===== config.mk =====
export PLATFORM = sky130hd
export DESIGN_NAME = minhash_indexer
export DESIGN_NICKNAME = d
export VERILOG_FILES = /design/src/rtl/minhash_indexer.sv
export SDC_FILE = /design/constraint.sdc
export NUM_CORES = 1
export LEC_CHECK = 0
export ABC_CLOCK_PERIOD_IN_PS = 4500
export BUFFER_PORTS_ARGS = -buffer_cell sky130_fd_sc_hd__buf_2
export CAP_MARGIN = 20
export CORE_MARGIN = 2
export CORE_UTILIZATION = 31
export CTS_CLUSTER_SIZE = 30
export DETAILED_ROUTE_END_ITERATION = 8
export PLACE_DENSITY = 0.52
export SYNTH_ARGS = -nofsm -noshare
export SYNTH_HDL_FRONTEND = slang
export SYNTH_SLANG_ARGS = --single-unit

===== constraint.sdc =====
create_clock -name clk -period 4.5 [get_ports clk]
set_input_delay 0.225 -clock clk [delete_from_list [all_inputs] [get_ports clk]]
set_output_delay 0.225 -clock clk [all_outputs]
set_load 0.05 [all_outputs]

===== src/rtl/minhash_indexer.sv =====
// rtl/minhash_indexer.sv - scans every k-mer of a fragment and keeps the INDICES_COUNT smallest hashes with positions.
// Optional: define MINHASH_DEDUP_EN to discard candidates whose hash already sits in a valid slot.
module minhash_indexer #(
  parameter int KMER_LEN      = 4,
  parameter int BASE_LEN      = 4,
  parameter int MEM_LEN       = 128,
  parameter int INDICES_COUNT = 2,
  parameter int INDICE_LEN    = 5,
  parameter int HASH_LEN      = 16,
  parameter logic [HASH_LEN-1:0] HASH_SEED = 16'h0000
) (
  input  logic                                         clk,
  input  logic                                         rst_n,
  input  logic                                         in_valid,
  output logic                                         in_ready,
  input  logic [MEM_LEN-1:0]                           memory,
  output logic                                         out_valid,
  input  logic                                         out_ready,
  output logic [INDICES_COUNT-1:0][INDICE_LEN-1:0]     kmer_indices,
  output logic [INDICES_COUNT-1:0][HASH_LEN-1:0]       kmer_hashes,
  output logic [INDICES_COUNT-1:0]                     slot_valid
);

  localparam int NBASES = MEM_LEN / BASE_LEN;
  localparam int NPOS   = NBASES - KMER_LEN + 1;

  if (NPOS < INDICES_COUNT || NPOS > 2**INDICE_LEN) begin : g_bad_npos
    $error("minhash_indexer: k-mer position count out of range");
  end
  if (HASH_LEN != KMER_LEN * BASE_LEN) begin : g_bad_hash_len
    $error("minhash_indexer: HASH_LEN must equal KMER_LEN*BASE_LEN");
  end

  typedef enum logic [1:0] {S_IDLE, S_SCAN, S_DONE} state_t;

  state_t                                     state_q, state_d;
  logic [MEM_LEN-1:0]                         mem_q, mem_d;
  logic [INDICE_LEN-1:0]                      pos_q, pos_d;
  logic [INDICES_COUNT-1:0][INDICE_LEN-1:0]   idx_q, idx_d;
  logic [INDICES_COUNT-1:0][HASH_LEN-1:0]     hash_q, hash_d;
  logic [INDICES_COUNT-1:0]                   vld_q, vld_d;

  int unsigned                                sh_amt;
  logic [MEM_LEN-1:0]                         shifted;
  logic [HASH_LEN-1:0]                        cand_hash;
  logic [INDICES_COUNT-1:0]                   beats;
  logic                                       dup;

  always_ff @(posedge clk or negedge rst_n) begin
    if (!rst_n) begin
      state_q <= S_IDLE;
      mem_q   <= '0;
      pos_q   <= '0;
      idx_q   <= '0;
      hash_q  <= '0;
      vld_q   <= '0;
    end else begin
      state_q <= state_d;
      mem_q   <= mem_d;
      pos_q   <= pos_d;
      idx_q   <= idx_d;
      hash_q  <= hash_d;
      vld_q   <= vld_d;
    end
  end

  always_comb begin
    state_d = state_q;
    case (state_q)
      S_IDLE: if (in_valid) state_d = S_SCAN;
      S_SCAN: if (pos_q == INDICE_LEN'(NPOS - 1)) state_d = S_DONE;
      S_DONE: if (out_ready) state_d = S_IDLE;
      default: state_d = S_IDLE;
    endcase
  end

  // Base pos sits at the top after shifting, so the k-mer is the top HASH_LEN bits.
  always_comb begin
    sh_amt    = BASE_LEN * 32'(pos_q);
    shifted   = mem_q << sh_amt;
    cand_hash = shifted[MEM_LEN-1 -: HASH_LEN] ^ HASH_SEED;
  end

  // Slots stay sorted with invalid ones on top, so beats[] is monotone.
  always_comb begin
    beats = '0;
    dup   = 1'b0;
    for (int i = 0; i < INDICES_COUNT; i++) begin
      beats[i] = !vld_q[i] || (cand_hash < hash_q[i]);
`ifdef MINHASH_DEDUP_EN
      if (vld_q[i] && (hash_q[i] == cand_hash)) dup = 1'b1;
`endif
    end
  end

  always_comb begin
    mem_d  = mem_q;
    pos_d  = pos_q;
    idx_d  = idx_q;
    hash_d = hash_q;
    vld_d  = vld_q;
    case (state_q)
      S_IDLE: begin
        if (in_valid) begin
          mem_d  = memory;
          pos_d  = '0;
          idx_d  = '0;
          hash_d = '1;
          vld_d  = '0;
        end
      end
      S_SCAN: begin
        pos_d = pos_q + 1'b1;
        if (!dup) begin
          if (beats[0]) begin
            idx_d[0]  = pos_q;
            hash_d[0] = cand_hash;
            vld_d[0]  = 1'b1;
          end
          for (int i = 1; i < INDICES_COUNT; i++) begin
            if (beats[i]) begin
              if (!beats[i-1]) begin
                idx_d[i]  = pos_q;
                hash_d[i] = cand_hash;
                vld_d[i]  = 1'b1;
              end else begin
                idx_d[i]  = idx_q[i-1];
                hash_d[i] = hash_q[i-1];
                vld_d[i]  = vld_q[i-1];
              end
            end
          end
        end
      end
      default: ;
    endcase
  end

  always_comb begin
    in_ready     = (state_q == S_IDLE);
    out_valid    = (state_q == S_DONE);
    kmer_indices = '0;
    kmer_hashes  = '0;
    slot_valid   = '0;
    if (state_q == S_DONE) begin
      kmer_indices = idx_q;
      kmer_hashes  = hash_q;
      slot_valid   = vld_q;
    end
  end

endmodule


==> impl_results.rst <==
.. list-table::
   :header-rows: 1

   * - Metric
     - Value
   * - Average detailed-routed wire length per instance
     - ~19 um
   * - Worst skew pair latency
     - approximately 460 ps
   * - Clk root buf
     - sky130_fd_sc_hd__clkbuf_16
   * - Number of synthesized flops with an enable pin
     - 0
   * - Crit path max fanout
     - 22
   * - Share of power burned in the clock network
     - 11.4%
   * - Net count after synthesis
     - between 1000 and 1500
   * - Final WL
     - 41.4 mm
   * - Top cell types by occurrence after synthesis
     - sky130_fd_sc_hd__nand2_1 (442), sky130_fd_sc_hd__dfrtp_1 (179), sky130_fd_sc_hd__mux2i_1 (84)
   * - Detailed router's first-iteration violation count
     - around 820
   * - Number of cells produced by synthesis
     - 1328
   * - Number of cell rows
     - 71
   * - Via count
     - approximately 11000
   * - Height of the chip
     - 200 um
   * - GRT Total Usage
     - a little over a fifth
   * - Vias per Instance
     - ~5.1
   * - Global-route congestion overflow total
     - 0
   * - Area used by multi-input combinational logic
     - ~6800 um2
   * - Number of standard cells in the final layout excluding fillers
     - 2128
   * - Startpoint type of the worst setup path
     - register
   * - Largest area contributor in the netlist
     - sky130_fd_sc_hd__dfrtp_1
   * - Top Ports
     - around 180
   * - Transition time at the pin with the least slew margin
     - roughly 1000 ps
   * - First-pass GRT wire length
     - 63.4 mm
   * - Post-DP Area
     - 13500 um2
   * - # resized after CTS
     - 0
   * - Power density normalized to cell area
     - between 900 and 1000 nW/um2
   * - Worst setup EP type
     - register
   * - Net count, final
     - ~1800
   * - Max clock buf depth
     - 2
   * - Mapped cell area
     - roughly 12000 um2
   * - Worst clock skew
     - roughly 19 ps
   * - Switching power of the nets
     - between 6000 and 7000 uW
   * - Pin count of the biggest net entering global routing
     - 95
   * - Number of fill cells in the layout
     - 3798
   * - Post-route cell area
     - 15300 um2
   * - ANT cells
     - 0
   * - Total number of yosys warnings
     - 0
   * - Number of distinct library cells after synthesis
     - 65
   * - Final setup vio count
     - 0
   * - Sequential standard cell area
     - about 4500 um2
   * - Synth Register Bits
     - 179
   * - Clk pin slew, worst setup/hold paths
     - about 70 ps
   * - Switching Fraction
     - 46.8%
   * - Detailed-routing iteration count for the pre-antenna-repair pass
     - 5
   * - Initial antenna violation count
     - 0
   * - Number of violations of the max-capacitance limit
     - 0
   * - Number of slew-limit violations in the final report
     - 0
   * - Fmax achieved
     - around 230 MHz
   * - CTS tree
     - done
   * - Area growth from synthesis to final layout
     - 28.8%
   * - Number of buffer cells added on primary ports
     - about 180
   * - Share of the clock period used by the worst path
     - around 95%
   * - Starting utilization of the core area
     - 31.5%
   * - Dominant cell by count in the synthesized netlist
     - sky130_fd_sc_hd__nand2_1
   * - P_leak
     - approximately 0.0075 uW
   * - Max-slew headroom
     - around a third
   * - Sequential share of power
     - 24.4%
   * - Horizontal extent of the die
     - ~200 um
   * - Sequential fraction of the synthesis area
     - 37.6%
   * - Post-layout power
     - 14300 uW
   * - Post-layout minimum cycle time
     - roughly 4300 ps
   * - Proportion of layout cells with a drive suffix above 1
     - 22.0%
   * - Internal Pwr Total
     - about 7600 uW
   * - Via count of the first global-routing pass
     - roughly 11000
   * - IR Drop Worst-Case VDD
     - approximately 0.62 mV
   * - Crit Path Category
     - register to register
   * - Synth area leaders
     - sky130_fd_sc_hd__dfrtp_1 (38%), sky130_fd_sc_hd__nand2_1 (14%), sky130_fd_sc_hd__mux4_2 (9.1%)
   * - Sum of negative setup slack
     - 0 ps
   * - DP Wirelength
     - roughly 31 mm
   * - Clock buffers created by TritonCTS
     - 17
   * - H-tree lvl count
     - 4
   * - Worst min-delay path class
     - primary input to register
   * - Placeable core area
     - about 38000 um2
   * - Final-report hold violation count
     - 0
   * - Antenna viol nets, final
     - 0
   * - Unrepaired setup endpoints after global routing
     - no
   * - Worst path arrival time
     - approximately 4600 ps
   * - Overall die area
     - ~40000 um2
   * - Worst EP required
     - 4830 ps
   * - Result of the run
     - completed
   * - Post-synth top area share
     - approximately 38%
   * - Clock sink total
     - around 180
   * - Total placed cells including tap cells
     - around 2000
   * - Primary FF master, synth
     - sky130_fd_sc_hd__dfrtp_1
   * - Synthesized area per cell
     - 8.97 um2
   * - Post-route DRC
     - 0
   * - GPL Wtd Cong
     - 0.908
   * - Share of flip-flops with an asynchronous set or reset
     - 100%
   * - Combinational group share of total power
     - roughly 64%
[through the flow]
stage | worst slack, ps | hold slack (ps) | utilization, %
finish | 210 | 12.0 | 40.6
global route | 22.3 | 3.77 | 40.6
CTS | 112 | 1.85 | 40.5
detailed placement | 154 | 413 | 35.7
global placement | 142 | 414 | 35.7
floorplan | 729 | -70.6 | -
[layer usage]
| metal | wire, um | track usage, % |
|---|---|---|
| met5 | 0 | 0 |
| met1 | 18300 | 27.9 |
| met3 | 1870 | 3.26 |
| met4 | 1140 | 7.08 |
| met2 | 20100 | 35.4 |
[cell type report]
cell class | instances | area share, %
inverter | 43 | 1.05
clock inverter | 11 | 1.15
multi-input combinational | 1012 | 44.0
sequential | 179 | 29.2
tap | 511 | 4.17
clock buffer | 20 | 2.91
timing repair buffer | 352 | 17.5
[registers in the layout, summed over array words and instances, names as in the netlist]
register,flops
pos_q,5
state_q,2
vld_q,2
hash_q,32
idx_q,10
mem_q,128
[power groups by stage]
| stage | logic (uW) | clock network [uW] | registers [uW] |
|---|---|---|---|
| global placement | 8830 | 0 | 3530 |
| detailed placement | 8930 | 0 | 3530 |
| CTS | 9060 | 1670 | 3510 |
| floorplan | 6790 | 0 | 2950 |
| global route | 10100 | 1730 | 3580 |
| finish | 9170 | 1630 | 3480 |
[cells in the final DEF, fill, tap and decap left out, types with 6 or more instances in the layout]
master and instances:
sky130_fd_sc_hd__nand2_1 441, sky130_fd_sc_hd__dfrtp_1 177, sky130_fd_sc_hd__buf_2 176, sky130_fd_sc_hd__dlygate4sd3_1 119, sky130_fd_sc_hd__mux2i_1 84, sky130_fd_sc_hd__and2_1 49, sky130_fd_sc_hd__mux4_2 48, sky130_fd_sc_hd__nor2_1 45
sky130_fd_sc_hd__buf_4 41, sky130_fd_sc_hd__inv_1 40, sky130_fd_sc_hd__a21oi_1 35, sky130_fd_sc_hd__ha_1 32, sky130_fd_sc_hd__o21ai_0 29, sky130_fd_sc_hd__mux2_2 27, sky130_fd_sc_hd__nor3_1 23, sky130_fd_sc_hd__a31oi_1 21
sky130_fd_sc_hd__nor2b_1 17, sky130_fd_sc_hd__a22oi_1 17, sky130_fd_sc_hd__clkbuf_16 17, sky130_fd_sc_hd__a2bb2oi_1 16, sky130_fd_sc_hd__a211oi_1 13, sky130_fd_sc_hd__buf_12 13, sky130_fd_sc_hd__o22ai_1 8, sky130_fd_sc_hd__nand3_1 8
sky130_fd_sc_hd__a22o_1 7, sky130_fd_sc_hd__o2bb2ai_1 7, sky130_fd_sc_hd__a221oi_1 6, sky130_fd_sc_hd__a21o_1 6
[worst max-delay path, stage by stage (launching register included)]
cell	delay (ps)
sky130_fd_sc_hd__dfrtp_1	800
sky130_fd_sc_hd__nand2b_1	310
sky130_fd_sc_hd__nor2_1	150
sky130_fd_sc_hd__a32oi_1	370
sky130_fd_sc_hd__o21ai_0	150
sky130_fd_sc_hd__a311o_1	400
sky130_fd_sc_hd__ha_1	360
sky130_fd_sc_hd__a41o_1	160
sky130_fd_sc_hd__a211oi_1	60
sky130_fd_sc_hd__o41ai_1	460
sky130_fd_sc_hd__o221ai_1	200
sky130_fd_sc_hd__a31oi_1	300
sky130_fd_sc_hd__nor3_2	110
sky130_fd_sc_hd__buf_12	190
sky130_fd_sc_hd__a2bb2oi_1	140
[final timing paths]
| path | from | to | slack (ps) | cells after the start |
|---|---|---|---|---|
| worst max-delay path | pos_q[3]$_DFFE_PN0P_ | hash_q[25]$_DFFE_PN0P_ | 210 | 14 |
| worst max register to register | pos_q[3]$_DFFE_PN0P_ | hash_q[25]$_DFFE_PN0P_ | 210 | 14 |
| worst min register to register | mem_q[127]$_DFFE_PN0P_ | mem_q[127]$_DFFE_PN0P_ | 480 | 2 |
| min in group asynchronous | rst_n | mem_q[102]$_DFFE_PN0P_ | 430 | 2 |
| worst min-delay path | memory[58] | mem_q[58]$_DFFE_PN0P_ | 10 | 3 |
| max in group asynchronous | rst_n | mem_q[10]$_DFFE_PN0P_ | 3020 | 3 |
[cells by family (layout without fill, tap and decap cells)]
group | Yosys count | in the layout | synth area share [%]
buffers and inverters | 137 | 426 | 5.90
adders and majority gates | 32 | 32 | 3.36
AOI/OAI and AO/OA | 210 | 210 | 12.7
xor gates and xnor gates | 1 | 1 | 0.0735
muxes | 160 | 160 | 18.8
and+or+nand+nor | 609 | 609 | 21.5
DFF | 179 | 179 | 37.6
[timing repair]
item / 4_1_cts / 5_1_grt
endpoints found under the hold margin: 211 / 0
setup buffers: 0 / 5
hold buffers: 119 / 0
endpoints found under the setup margin: 0 / 42
(Power assumes the default switching activity.)
